==> src/rtl/tdm_mux8_pkg.sv <==
// tdm_mux8_pkg: shared constants and the lane-select type used by the
// 8-lane TDM mux and its matching demux.
//   N_LANES    : number of multiplexed lanes (8)
//   SEL_W      : width of a lane index (3)
//   lane_sel_t : lane index type carried alongside each word
package tdm_mux8_pkg;
    localparam int N_LANES = 8;
    localparam int SEL_W   = 3;

    typedef logic [SEL_W-1:0] lane_sel_t;

    // True for the highest-numbered lane; marks the end of a full rotation.
    function automatic logic is_last_lane(lane_sel_t sel);
        return sel == lane_sel_t'(N_LANES - 1);
    endfunction
endpackage

==> src/rtl/tdm_mux8_rr_pick8.sv <==
// rr_pick8: combinational rotate-priority picker.
//   vld[7:0] : per-lane request
//   ptr[2:0] : lane with highest priority this cycle
//   g[2:0]   : first requesting lane in order ptr, ptr+1, ... (mod 8)
//   any      : at least one lane is requesting (g is meaningless otherwise)
module rr_pick8
    import tdm_mux8_pkg::*;
(
    input  logic [N_LANES-1:0] vld,
    input  lane_sel_t          ptr,
    output lane_sel_t          g,
    output logic               any
);
    lane_sel_t idx;
    logic      found;

    always_comb begin
        g     = '0;
        idx   = '0;
        found = 1'b0;
        // Walk lanes starting at ptr; 3-bit add wraps naturally.
        for (int j = 0; j < N_LANES; j++) begin
            idx = ptr + lane_sel_t'(j);
            if (!found && vld[idx]) begin
                g     = idx;
                found = 1'b1;
            end
        end
    end

    assign any = |vld;
endmodule

==> src/rtl/tdm_mux8.sv <==
// tdm_mux8: 8-to-1 time-division multiplexer with round-robin arbitration
// and a single registered output stage (valid/ready).
//   clk, rst : clock, async active-high reset
//   i        : lane data, lane k at i[k*WIDTH +: WIDTH]
//   vld/rdy  : per-lane handshake; rdy is one-hot or zero, combinational
//   y, s     : registered output word and its lane index
//   y_vld    : registered output valid; y_rdy downstream ready
//   y_last   : registered, set when y came from lane 7
module tdm_mux8
    import tdm_mux8_pkg::*;
#(
    parameter int WIDTH = 8
) (
    input  logic                     clk,
    input  logic                     rst,
    input  logic [N_LANES*WIDTH-1:0] i,
    input  logic [N_LANES-1:0]       vld,
    output logic [N_LANES-1:0]       rdy,
    output logic [WIDTH-1:0]         y,
    output logic [SEL_W-1:0]         s,
    output logic                     y_vld,
    input  logic                     y_rdy,
    output logic                     y_last
);
    lane_sel_t        ptr;
    lane_sel_t        g;
    logic             any;
    logic             load;
    logic [WIDTH-1:0] lane_data;

    rr_pick8 u_pick (
        .vld (vld),
        .ptr (ptr),
        .g   (g),
        .any (any)
    );

    // Stage accepts when empty or draining this edge, so it can refill
    // back-to-back at one word per cycle.
    assign load = (~y_vld | y_rdy) & any & ~rst;
    assign rdy  = load ? (N_LANES'(1) << g) : '0;

    always_comb begin
        lane_data = '0;
        for (int k = 0; k < N_LANES; k++) begin
            if (g == lane_sel_t'(k)) lane_data = i[k*WIDTH +: WIDTH];
        end
    end

    always_ff @(posedge clk or posedge rst) begin
        if (rst) begin
            y      <= '0;
            s      <= '0;
            y_vld  <= 1'b0;
            y_last <= 1'b0;
            ptr    <= '0;
        end else if (load) begin
            y      <= lane_data;
            s      <= g;
            y_last <= is_last_lane(g);
            y_vld  <= 1'b1;
            ptr    <= g + lane_sel_t'(1);
        end else if (y_vld && y_rdy) begin
            // Drained with nothing to refill: word fields and ptr hold.
            y_vld  <= 1'b0;
        end
    end
endmodule

==> config.mk <==
export PLATFORM = sky130hd
export DESIGN_NAME = tdm_mux8
export DESIGN_NICKNAME = d
export VERILOG_FILES = /design/src/rtl/tdm_mux8_pkg.sv /design/src/rtl/tdm_mux8_rr_pick8.sv /design/src/rtl/tdm_mux8.sv
export SDC_FILE = /design/constraint.sdc
export NUM_CORES = 1
export LEC_CHECK = 0
export ABC_CLOCK_PERIOD_IN_PS = 6300
export BUFFER_PORTS_ARGS = -buffer_cell sky130_fd_sc_hd__buf_2
export CORE_AREA = 8 8 100 102
export DETAILED_ROUTE_END_ITERATION = 10
export DIE_AREA = 0 0 108 110
export GPL_TIMING_DRIVEN = 1
export SYNTH_ARGS = -nofsm -noshare
export SYNTH_HDL_FRONTEND = slang
export SYNTH_SLANG_ARGS = --single-unit
==> constraint.sdc <==
create_clock -name clk -period 6.3 [get_ports clk]
set_input_delay 0.315 -clock clk [delete_from_list [all_inputs] [get_ports clk]]
set_output_delay 0.315 -clock clk [all_outputs]
set_load 0.05 [all_outputs]
# Word-level counts from Yosys, hierarchy flattened
# Cells that the tools add are included.
# totals
out_inout_bits	21
register_bits	16
# classes
n_eq_ne	7
mux	42
order_cmp	8
n_reduce_logical	18
bitwise_logic	5
shift	1
n_addsub	8
# ops
op	count
8-bit 2-to-1 mux	9
3-bit by 4-bit < comparator with 1-bit output (second input constant)	8
1-bit binary-select mux with 3-bit select	8
3-bit 2-to-1 mux	8
1-bit 2-to-1 mux	17
3-bit adder (second input constant)	4
3-bit equality test (second input constant)	4
1-bit logical AND	8
8-bit OR reduction	1
1-bit by 3-bit << shifter with 8-bit output (first input constant)	1
1-bit logical NOT	7
3-bit by 1-bit adder with 3-bit output (second input constant)	2
3-bit by 2-bit adder with 3-bit output (second input constant)	2
3-bit by 2-bit equality test with 1-bit output (second input constant)	2
3-bit by 1-bit equality test with 1-bit output (second input constant)	1
3-bit logical NOT	1
1-bit bitwise AND	2
1-bit inverter	2
2-bit nonzero test	1
1-bit OR	1

# Longest topological paths before layout
# logic_depth
depth_word	33
depth_mapped	22

# Cells and area by module
# From an unflattened synthesis, not the netlist that was laid out.
# hier_totals
cells_unflattened	289
area_unflattened_um2	2366.0
# by_module_without_submodules
module	instances	area_each_um2	cells_each
tdm_mux8	1	1478.9	195
rr_pick8	1	887.1	94

# Least setup slack after synthesis
# OpenSTA, ideal clock, no wires.
# synth_timing
kind	reg2out
startpoint	register ptr[1]
endpoint	output port rdy[7]
path_stages_with_launch	16
n_path_buf	4
setup_slack_ns	1.517
t_arrival_ns	4.468
cell_sequence	dfrtp_1 > clkbuf_1 > inv_1 > ha_1 > buf_2 > mux4_2 > a21oi_1 > a22oi_1 > or4_1 > o2111a_1 > inv_1 > ha_1 > clkbuf_1 > clkbuf_1 > nand3_1 > nor2_1
# synth_between
elab_chain_cells	26
# synth_rtl
element	line_no	text
start: declaration	tdm_mux8.sv:25	lane_sel_t ptr;
start signal: assignment	tdm_mux8.sv:62	ptr <= g + lane_sel_t'(1);
branches (longest 23 deep; another with 3-bit by 1-bit adder with 3-bit output)	--	
3-bit 2-to-1 mux (*)	tdm_mux8_rr_pick8.sv:24	if (!found && vld[idx]) begin
net g[1]	tdm_mux8.sv:26	lane_sel_t g;
1-bit by 3-bit << shifter with 8-bit output (*)	tdm_mux8.sv:41	assign rdy = load ? (N_LANES'(1) << g) : '0;
8-bit 2-to-1 mux (*)	tdm_mux8.sv:41	
end: declaration	tdm_mux8.sv:18	output logic [N_LANES-1:0] rdy,
# Mark *: on every way through the listed nets, which the timed path passes. The select of a mux whose other input is x is not followed.

# Worst setup path in the final report
# layout_timing
startpoint	register ptr[1]
endpoint	register y[5]
# layout_between
elab_chain_cells	33
# layout_rtl
element	line_no	text
branches (longest 23 deep; another with 3-bit by 1-bit adder with 3-bit output)	--	
3-bit 2-to-1 mux (*)	tdm_mux8_rr_pick8.sv:24	
net g[1]	tdm_mux8.sv:26	
3-bit logical NOT	tdm_mux8.sv:46	if (g == lane_sel_t'(k)) lane_data = i[k*WIDTH +: WIDTH];
8-bit 2-to-1 mux (7 in a row)	tdm_mux8.sv:46	
8-bit 2-to-1 mux (*)	tdm_mux8.sv:46	
end signal: assignment	tdm_mux8.sv:58	y <= lane_data;
end: declaration	tdm_mux8.sv:19	output logic [WIDTH-1:0] y,
# Marked as above.
# A chain may end at the register's enable or synchronous reset.

==> impl_metrics.yaml <==
yosys:
  synth_compound_area_frac: 0.2891
  yosys.area_share.simple: 0.2250
  syn_avg_cell_area_um2: 7.751
  synth_top_cell_by_area: "dfrtp_1"
  synth-seq-cells: 16
  yosysWarnings: 0
  synth_top_area_share: 0.1800
  synth_fa_ha_area_frac: 0.03937
  synth-async-reset-ratio: 1.000
  synth_top_family_by_area: "compound AO/OA/AOI/OAI gates"
  syn_area_um2: 2225
  synth_xor_area_frac: 0.01181
  yosys.cell_types.count: 51
  syn-num-nets: 369
  yosysSeqAreaShare: 0.1800
  synthFlopType: "dfrtp_1"
  synthTopCellsByArea: "dfrtp_1 (18%), mux4_2 (10%), nand2_1 (6.6%)"
  synth_edf_count: 0
  syn_inst: 287
  synthMuxAreaShare: 0.1794
clock_network:
  ctsHoldBuffers: 0
  root_buffer: "clkbuf_8"
  cts_tree: "done"
  cts_buffer_depth: 2
  cts_buffers: 3
  cts.sinks: 16
  clock_latency_ns: 0.25
  post_cts_buffers: 0
  cts_max_level: 1
  cts_resized: 0
  clk_pin_slew_ns: 0.06
routing:
  ant_nets: 0
  dr.pass1.iters: 4
  wl_per_cell_um: 16.46
  vias: 2472
  first_iter_violations: 97
  drc_errors: 0
  wl_um: 7804
  vias_per_cell: 5.215
critical_path:
  path_cells: "inv_1, ha_1, mux4_2, a21oi_1, a22oi_1, or4_1, o2111a_1, inv_1, ha_1, buf_4, ha_1, nand2_1, nor2_1, a21oi_1, a2111oi_0, a2111oi_0, a211oi_2"
  reg2reg_from: "ptr[1]"
  worstPathMaxFanout: 19
  crit_required_ns: 6.47
  r2r_end: "y[5]"
  arrival_ns: 5.48
  critPathKind: "register to register"
  slowest_stage: "mux4_2"
  path_delay_family: "compound AO/OA/AOI/OAI gates"
  critical_path.most_common_cell: "ha_1"
  r2r_cells: 17
  critPathMaxStageDelay_ns: 0.63
  rrSetupSlack_ns: 0.99
  crit_buf_inv: 3
  end_kind: "register"
  startpoint_type: "register"
global_route:
  grt_pass1_wl_um: 12480
  grt_pass1_vias: 2591
  grtUsageTotal: 0.1288
  antenna_found_initial: 0
  grt_max_degree: 26
  globalRouteOverflowTotal: 0
sta:
  max_slew_margin: 0.5286
  fmax_ghz: 0.1882
  setup_violations: 0
  clock_skew_ns: 0.004331
  setup_tns_ns: 0
  rsz0062_at_grt: "false"
  slew_violations: 0
  fin_ws_ns: 0.9864
  whs_ns: 0.1765
  max_slew.worst_pin.slew_ns: 0.7071
  min_period_ns: 5.314
  post-route-period-util: 0.8434
  hold_violations: 0
min_path:
  min_path_type: "input pin to asynchronous set/reset pin"
floorplan:
  die_x_um: 108
  die_area_um2: 11880
  core_um2: 8466
  rows: 34
  die_y_um: 110
  start_util: 0.2628
  pin_count: 96
place:
  hpwl_um: 6177
  place.gp.congestion: 0.8315
  pre_cts_slack_ns: 1.043
  portBuffers: 95
run_status:
  status: "finished, final reports clean"
cells_and_area:
  area_delta_synth_final_pct: 26.04
  drive_gt1_frac: 0.3689
  diodes: 0
  nets: 450
run:
  drv_cap: 0
[sequential cells by signal (all words and copies together), names as in the netlist]
| name | cells |
|---|---|
| y_last | 1 |
| y | 8 |
| ptr | 3 |
| y_vld | 1 |
| s | 3 |
[final cells by class]
class                      instances  area [µm²]
clock buffer                       3       41.29
fill                             906        5662
inverter                          14       52.55
multi-input combinational        233        1662
sequential                        16       400.4
tap                              108       135.1
timing repair buffer             100       513.0
[metal layers]
metal  up-vias  wire length [µm]  track usage
met5         -                 0            0
met4         0                80      0.04163
met1      1149              3529       0.1581
met2        98              3726       0.2188
li1       1218                 -            -
met3         7               467      0.02849
[how the worst max path moves through the flow]
stage / startpoint / end / cells past startpoint
after floorplan: ptr[1] / rdy[7] / 15
final: ptr[1] / y[5] / 17
after global placement: ptr[0] / y[5] / 16
after detailed placement: ptr[1] / y[6] / 17
after CTS: ptr[1] / y[6] / 17
after global routing: ptr[1] / y[5] / 16
[logic make-up after synthesis]
| family | count (synthesis) |
|---|---|
| mux | 26 |
| buf+inv | 38 |
| flops | 16 |
| xor+xnor | 3 |
| simple gates | 107 |
| compound gates | 90 |
| fa+ha+maj | 7 |
[Yosys cell counts, types with 2 or more instances]
cell and number:
inv_1 13, mux4_2 10, xnor2_1 3, o21ai_1 2, o211ai_1 4, or4_4 2, nor2b_1 4, nand2_1 39
a2111oi_0 9, ha_1 7, a211oi_1 2, nand2b_1 3, a22oi_1 10, a211oi_2 4, mux2i_1 8, a211o_1 3
o211ai_2 3, a21oi_1 26, and2_1 2, nand4_1 4, buf_6 3, nor4_1 3, clkbuf_1 18, dfrtp_1 16
nor2_1 33, nor3_1 2, and3_1 6, o21ai_0 15, buf_2 2, nand3_1 4, mux2_2 7
[through the flow]
step / std cells / utilization / area (µm²)
2_1_floorplan: 287 / - / 2225
3_3_place_gp: 471 / 0.3263 / 2763
3_5_place_dp: 471 / 0.3263 / 2763
4_1_cts: 474 / 0.3312 / 2804
5_1_grt: 474 / 0.3312 / 2804
6_report: 474 / 0.3312 / 2804
[cell usage in the layout (no fill, tap or decap), types with 2 or more instances in the layout]
cell and n:
mux4_2 10, nand3_1 4, clkbuf_8 3, o211ai_1 4, buf_2 95, and3_1 6, buf_4 5, a22oi_1 10
xnor2_1 3, o21ai_1 2, nor2_1 33, nor4_1 3, a211oi_2 5, nor2b_1 4, a21oi_1 26, o21ai_0 15
o211ai_2 3, inv_1 13, nand2b_1 3, or4_4 2, nor3_1 2, mux2i_1 8, mux2_2 7, and2_1 2
dfrtp_1 16, nand2_1 39, ha_1 7, a2111oi_0 9, a211o_1 3, nand4_1 4
Power is left out: the tool's default activity adds up to more than one toggle a clock period on the data nets, which glitch-free logic cannot reach.
